### src/rtl/rv_dp.sv
// Multicycle RISC-V datapath: PC/PCC/IR, register file, immediate generator,
// ALU and the A/B/ALUOut/MDR registers that carry values between control states.
module rv_dp #(
  parameter logic [31:0] RESET_PC = 32'h0000_0000
) (
  input  logic        clk,
  input  logic        rst,
  input  logic        pcsourse,
  input  logic        pcwrite,
  input  logic        pccen,
  input  logic        irwrite,
  input  logic [1:0]  wbsel,
  input  logic        regwen,
  input  logic [1:0]  immsel,
  input  logic        asel,
  input  logic        bsel,
  input  logic [3:0]  alusel,
  input  logic        mdrwrite,
  input  logic        sw2_signal,
  output logic [31:0] instr,
  output logic        zero,
  output logic [31:0] imem_addr,
  input  logic [31:0] imem_rdata,
  output logic [31:0] dmem_addr,
  output logic [31:0] dmem_wdata,
  input  logic [31:0] dmem_rdata
);

  localparam logic [6:0] OP_BRANCH = 7'b1100011;

  logic [31:0] pc, pcc, ir, mdr, a_q, b_q, aluout;
  logic [31:0] rf [32];
  logic [31:0] rs1_data, rs2_data, imm, op_a, op_b, alu_res, pc_next, wb_data;
  logic [4:0]  rs1, rs2, rd;

  assign rs1 = ir[19:15];
  assign rs2 = ir[24:20];
  assign rd  = ir[11:7];

  assign rs1_data = (rs1 == 5'd0) ? 32'd0 : rf[rs1];
  assign rs2_data = (rs2 == 5'd0) ? 32'd0 : rf[rs2];

  always_comb begin
    imm = 32'd0;
    case (immsel)
      2'd0: imm = {{20{ir[31]}}, ir[31:20]};
      2'd1: imm = {{20{ir[31]}}, ir[31:25], ir[11:7]};
      2'd2: imm = {{19{ir[31]}}, ir[31], ir[7], ir[30:25], ir[11:8], 1'b0};
      2'd3: imm = {{11{ir[31]}}, ir[31], ir[19:12], ir[20], ir[30:21], 1'b0};
      default: imm = 32'd0;
    endcase
  end

  assign op_a = asel ? pcc : a_q;
  assign op_b = bsel ? imm : b_q;

  always_comb begin
    alu_res = op_a + op_b;
    case (alusel)
      4'b0000: alu_res = op_a + op_b;
      4'b0001: alu_res = op_a - op_b;
      4'b0010: alu_res = op_a << op_b[4:0];
      4'b0100: alu_res = {31'd0, $signed(op_a) < $signed(op_b)};
      4'b0110: alu_res = {31'd0, op_a < op_b};
      4'b1000: alu_res = op_a ^ op_b;
      4'b1010: alu_res = op_a >> op_b[4:0];
      4'b1011: alu_res = $unsigned($signed(op_a) >>> op_b[4:0]);
      4'b1100: alu_res = op_a | op_b;
      4'b1110: alu_res = op_a & op_b;
      default: alu_res = op_a + op_b;
    endcase
  end

  assign zero = (alu_res == 32'd0);

  // Branch target was latched into ALUOut during decode; JAL uses the live ALU sum.
  always_comb begin
    pc_next = pc + 32'd4;
    if (pcsourse)
      pc_next = (ir[6:0] == OP_BRANCH) ? aluout : alu_res;
  end

  always_comb begin
    wb_data = 32'd0;
    case (wbsel)
      2'd0: wb_data = pc;
      2'd1: wb_data = aluout;
      2'd2: wb_data = mdr;
      default: wb_data = 32'd0;
    endcase
  end

  always_ff @(posedge clk or posedge rst) begin
    if (rst) begin
      pc     <= RESET_PC;
      pcc    <= 32'd0;
      ir     <= 32'd0;
      mdr    <= 32'd0;
      a_q    <= 32'd0;
      b_q    <= 32'd0;
      aluout <= 32'd0;
    end else begin
      if (pcwrite)  pc  <= pc_next;
      if (pccen)    pcc <= pc;
      if (irwrite)  ir  <= imem_rdata;
      if (mdrwrite) mdr <= dmem_rdata;
      a_q    <= rs1_data;
      b_q    <= rs2_data;
      aluout <= alu_res;
    end
  end

  // No write bypass: a same-cycle read of rd sees the pre-edge value.
  always_ff @(posedge clk or posedge rst) begin
    if (rst) begin
      for (int i = 0; i < 32; i++) rf[i] <= 32'd0;
    end else if (regwen && rd != 5'd0) begin
      rf[rd] <= wb_data;
    end
  end

  assign instr      = ir;
  assign imem_addr  = pc;
  assign dmem_addr  = aluout;
  assign dmem_wdata = sw2_signal ? {b_q[15:0], b_q[31:16]} : b_q;

endmodule

### config.mk
export PLATFORM = sky130hd
export DESIGN_NAME = rv_dp
export DESIGN_NICKNAME = d
export VERILOG_FILES = /design/src/rtl/rv_dp.sv
export SDC_FILE = /design/constraint.sdc
export NUM_CORES = 2
export LEC_CHECK = 0
export BUFFER_PORTS_ARGS = -buffer_cell sky130_fd_sc_hd__buf_2
export CAP_MARGIN = 5
export CORE_ASPECT_RATIO = 0.5
export CORE_UTILIZATION = 60
export CTS_BUF_LIST = sky130_fd_sc_hd__clkbuf_8
export CTS_CLUSTER_DIAMETER = 100
export CTS_CLUSTER_SIZE = 10
export DETAILED_ROUTE_END_ITERATION = 8
export GPL_TIMING_DRIVEN = 0
export PLACE_DENSITY_LB_ADDON = 0.12
export SKIP_CTS_REPAIR_TIMING = 1
export SLEW_MARGIN = 20
export SYNTH_ARGS = -nofsm -noshare
export SYNTH_HDL_FRONTEND = slang
export SYNTH_SLANG_ARGS = --single-unit
### constraint.sdc
create_clock -name clk -period 71.3 [get_ports clk]
set_clock_uncertainty 0.1 [all_clocks]
set_input_delay 14.26 -clock clk [delete_from_list [all_inputs] [get_ports clk]]
set_output_delay 14.26 -clock clk [all_outputs]
set_load 0.05 [all_outputs]
==> metrics <==
result of the run finished with violations; violations in the final reports DRC; TritonCTS clock tree built; number of antenna violations at the first check in global routing 50; Finished Core Util 66.41%; via density per instance 7.641; GR Overflow Total 0; number of placed instances with taps included 8597; Critical Setup Path Class primary input to output pin; area share of the largest cell type after synthesis 43.92%; worst endpoint required time about 57 ns; final standard cell count with taps included and fillers excluded just under 9k; number of max-slew violations in the final report 0; overall power of the completed layout 0.003342 W; Most used DFF post-synth dfrtp_1; Clk Tree Root Cell clkbuf_8; Power Dens Cells 43.24 nW/um^2; maximum number of pins on one net before global-route repair 116; Routed Wire Length about 340000 microns; post-synthesis register bit count 1248; simple logic cell fraction of the synthesized area 10.41%; area of the die 120000 sq um; synthesized net count 6970; worst path cell trace buf_2, buf_4, buf_2, nor2b_1, mux2i_1, nand2_1, clkbuf_1, clkbuf_1, buf_1, clkbuf_1, ha_1, clkbuf_1, inv_1, o2111ai_1, a2111oi_1, nor3_1, o41ai_1, nor2_1, o31ai_1, o31ai_1, a211oi_1, inv_1, nor4_2, buf_2; max-cap violation count 0; number of instances in the synthesized netlist 6787; dominant combinational cell family by area after synthesis multiplexers; reg-to-reg setup timing slack 62.04 ns; final weighted congestion of routability-driven global placement 1.166; number of cells on the critical path 24; syn avg cell area 10.48 sq um; critical-path cell with the highest stage delay a2111oi_1; share of flip-flops with an asynchronous set or reset after synthesis 100.0%; sort of element at the start of the critical path primary input; Fmax 26.45 MHz; endpoints failing hold 0; sequential element share of the synthesized area 43.92%; worst rel slew slack 3.329%; total of warnings raised by yosys 0; most used cell along the critical path clkbuf_1; number of enable-type register cells in the synthesized netlist 0; biggest cell delay along the critical path 0.90 ns; VDD IR-drop max 0.03438 mV; # clock sinks 1248; Largest delay share family, worst path buffers and inverters; setup repair after global routing missed its margin false; r2r worst-path depth 22; reg-to-reg endpoint imem_addr[30]; library cell occupying the most area in the post-synthesis netlist dfrtp_1; first-pass GRT wire length around 460000 microns; arrival time of data at the critical path endpoint 23.44 ns; number of port buffers 202; width of the chip ~490 microns; Critical Path Source bsel; endpoint of the worst setup timing path zero; Synth-to-Final Area Change 8.687%; clock insertion delay at the later pin of the skew report approximately 0.98 ns; CP Capture Type output pin; count of routing violations after the opening detailed-route iteration roughly 13k; level count of the clock H-tree 4; total iterations of the first detailed-routing run 9; register clock-pin slew on the reported worst setup and hold paths around 0.08 ns; fraction of layout cells with a size suffix above 1 17.97%; Placement Rows 88; number of global-route vias before repair approximately 63k; initial core utilization 61.10%; Leak about 33 nW; top-level I/O count 212; Detail Placement HPWL 256400 microns; Distinct cells, synth 85; total clock buffers created by CTS 142; average routed wire per standard cell around 38 microns; post-synthesis mux area share 25.00%; final worst-path cycle share 53.02%; Total Nets Final 7349; number of buffer and inverter instances along the worst setup path 11; final setup violating endpoints 0; Final ANT Viol Nets 0; synthesized-area fraction occupied by adder cells around 1.8%; Setup Total Neg Slack 0 ns; total global routing track utilization 55.82%; clk buf depth 3; FF-to-FF Start instr[20]; largest fanout of any net on the critical path 11; Synth Cell Area between 70000 and 80000 sq um; worst slew pin tran 1.450 ns; height of the die 245.4 microns; hold path startpoint rf[994]; worst min-delay path category flip-flop to flip-flop; number of remaining DRC errors 21; Via Count 67.38k; Synth Area in XOR/XNOR 0.2199%; fraction of the mapped netlist area in compound gates 14.25%; Core Footprint between 100000 and 150000 sq um; Min Clock Period, post-route roughly 38 ns; leading cell types by total area after synthesis dfrtp_1 (44%), mux4_2 (18%), a21oi_1 (5.0%)
[synthesized netlist by cell type, drive strengths merged (15+ instances only)]
library cell and number:
dfrtp 1248, nor2 785, a21oi 716, nand2 696
o21ai 621, mux4 558, clkbuf 546, mux2i 331
mux2 167, buf 129, inv 121, ha 98
nand3 92, nor3 63, o22ai 47, a31oi 38
o211ai 34, a221oi 33, o221ai 31, a211oi 29
a22oi 29, nor2b 27, nand4 23, a21o 20
o31ai 20, a22o 19, and3 19, and2 16
nand2b 16, nor4 15
[per-stage QoR]
| step | area, sq um | setup WS [ns] | hold WS, ns |
|---|---|---|---|
| CTS | 77080 | 33.96 | 0.3834 |
| floorplan | 71110 | 21.77 | 0.3413 |
| global route | 77190 | 33.64 | 0.4004 |
| finish | 77290 | 33.50 | 0.3866 |
| detailed placement | 74920 | 33.97 | 0.3683 |
| global placement | 74090 | 11.10 | 0.3520 |
[per-layer routing]
| metal | vias up | share of wire [%] | global-route usage, % |
|---|---|---|---|
| li1 | 25470 | - | - |
| met1 | 33300 | 34 | 67.67 |
| met2 | 6925 | 39 | 72.32 |
| met3 | 1634 | 20 | 37.65 |
| met4 | 62 | 7.6 | 32.46 |
| met5 | - | 0.47 | 6.079 |
[how the worst min path moves through the flow]
stage / to / cells past startpoint
3_3_place_gp: rf[1001] / 1
3_5_place_dp: rf[994] / 1
4_1_cts: rf[1014] / 1
5_1_grt: rf[997] / 1
2_1_floorplan: rf[1000] / 1
6_report: rf[994] / 1
[cells by family after synthesis]
family                     after synthesis
AOI/OAI and AO/OA                     1771
and+or+nand+nor                       1796
buffers and inverters                  799
DFF                                   1248
xor gates and xnor gates                17
muxes                                 1056
adders and majority gates              100
[worst reg2reg max path, stage by stage, from the launching register on]
cell and delay [ns]:
dfrtp_1 0.54, clkbuf_1 0.23, buf_1 0.38, buf_6 0.28
buf_2 0.61, buf_2 0.65, clkbuf_1 0.92, buf_2 0.67
mux2i_1 0.17, nand2_1 0.10, o211ai_1 0.08, o21ai_0 0.34
ha_1 0.25, clkbuf_1 0.31, nand3_1 0.13, a2111oi_1 0.86
nor3_1 0.26, o41ai_1 0.73, nor2_1 0.15, o31ai_1 0.39
o31ai_1 0.10, a211oi_1 0.70, o21ai_0 0.20
[flip-flops by register name, indices dropped and copies added (netlist names)]
| signal | flops |
|---|---|
| rf | 1024 |
| a_q | 32 |
| b_q | 32 |
| dmem_addr | 32 |
| imem_addr | 32 |
| instr | 32 |
| mdr | 32 |
| pcc | 32 |
[power by group]
| group | leakage, nW | internal [W] | total (W) | switching (W) |
|---|---|---|---|---|
| clock | 1.12 | 0.000184 | 0.000464 | 0.000280 |
| combinational | 16.0 | 0.000565 | 0.00165 | 0.00109 |
| sequential | 15.6 | 0.000972 | 0.00122 | 0.000252 |
| total | 32.7 | 0.00172 | 0.00334 | 0.00162 |
[cell type report]
class | count | area (sq um)
fill | 8869 | 39100
multi-input combinational | 4740 | 36920
clock inverter | 14 | 191.4
inverter | 124 | 473.0
clock buffer | 143 | 1968
antenna | 64 | 160.2
tap | 1575 | 1971
buffer | 675 | 2755
sequential | 1248 | 31230
timing repair buffer | 235 | 1617
[cells in the final DEF (no fill, tap or decap), drive strengths merged, types with 14 or more instances in the layout]
cell    instances
mux4          558
o21ai         621
nor3           63
o31ai          20
diode          64
buf           359
o22ai          47
a22o           19
nand2         696
a31oi          38
mux2          167
inv           131
ha             98
nand4          23
xnor2          14
a221oi         33
and3           19
a21oi         716
and2           16
o221ai         31
nand2b         16
nor2b          27
clkbuf        694
mux2i         331
dfrtp        1248
nand3          92
nor2          785
a22oi          29
o211ai         34
nor4           15
a211oi         29
a21o           20
Note: power is estimated with default switching activity, not from simulation.
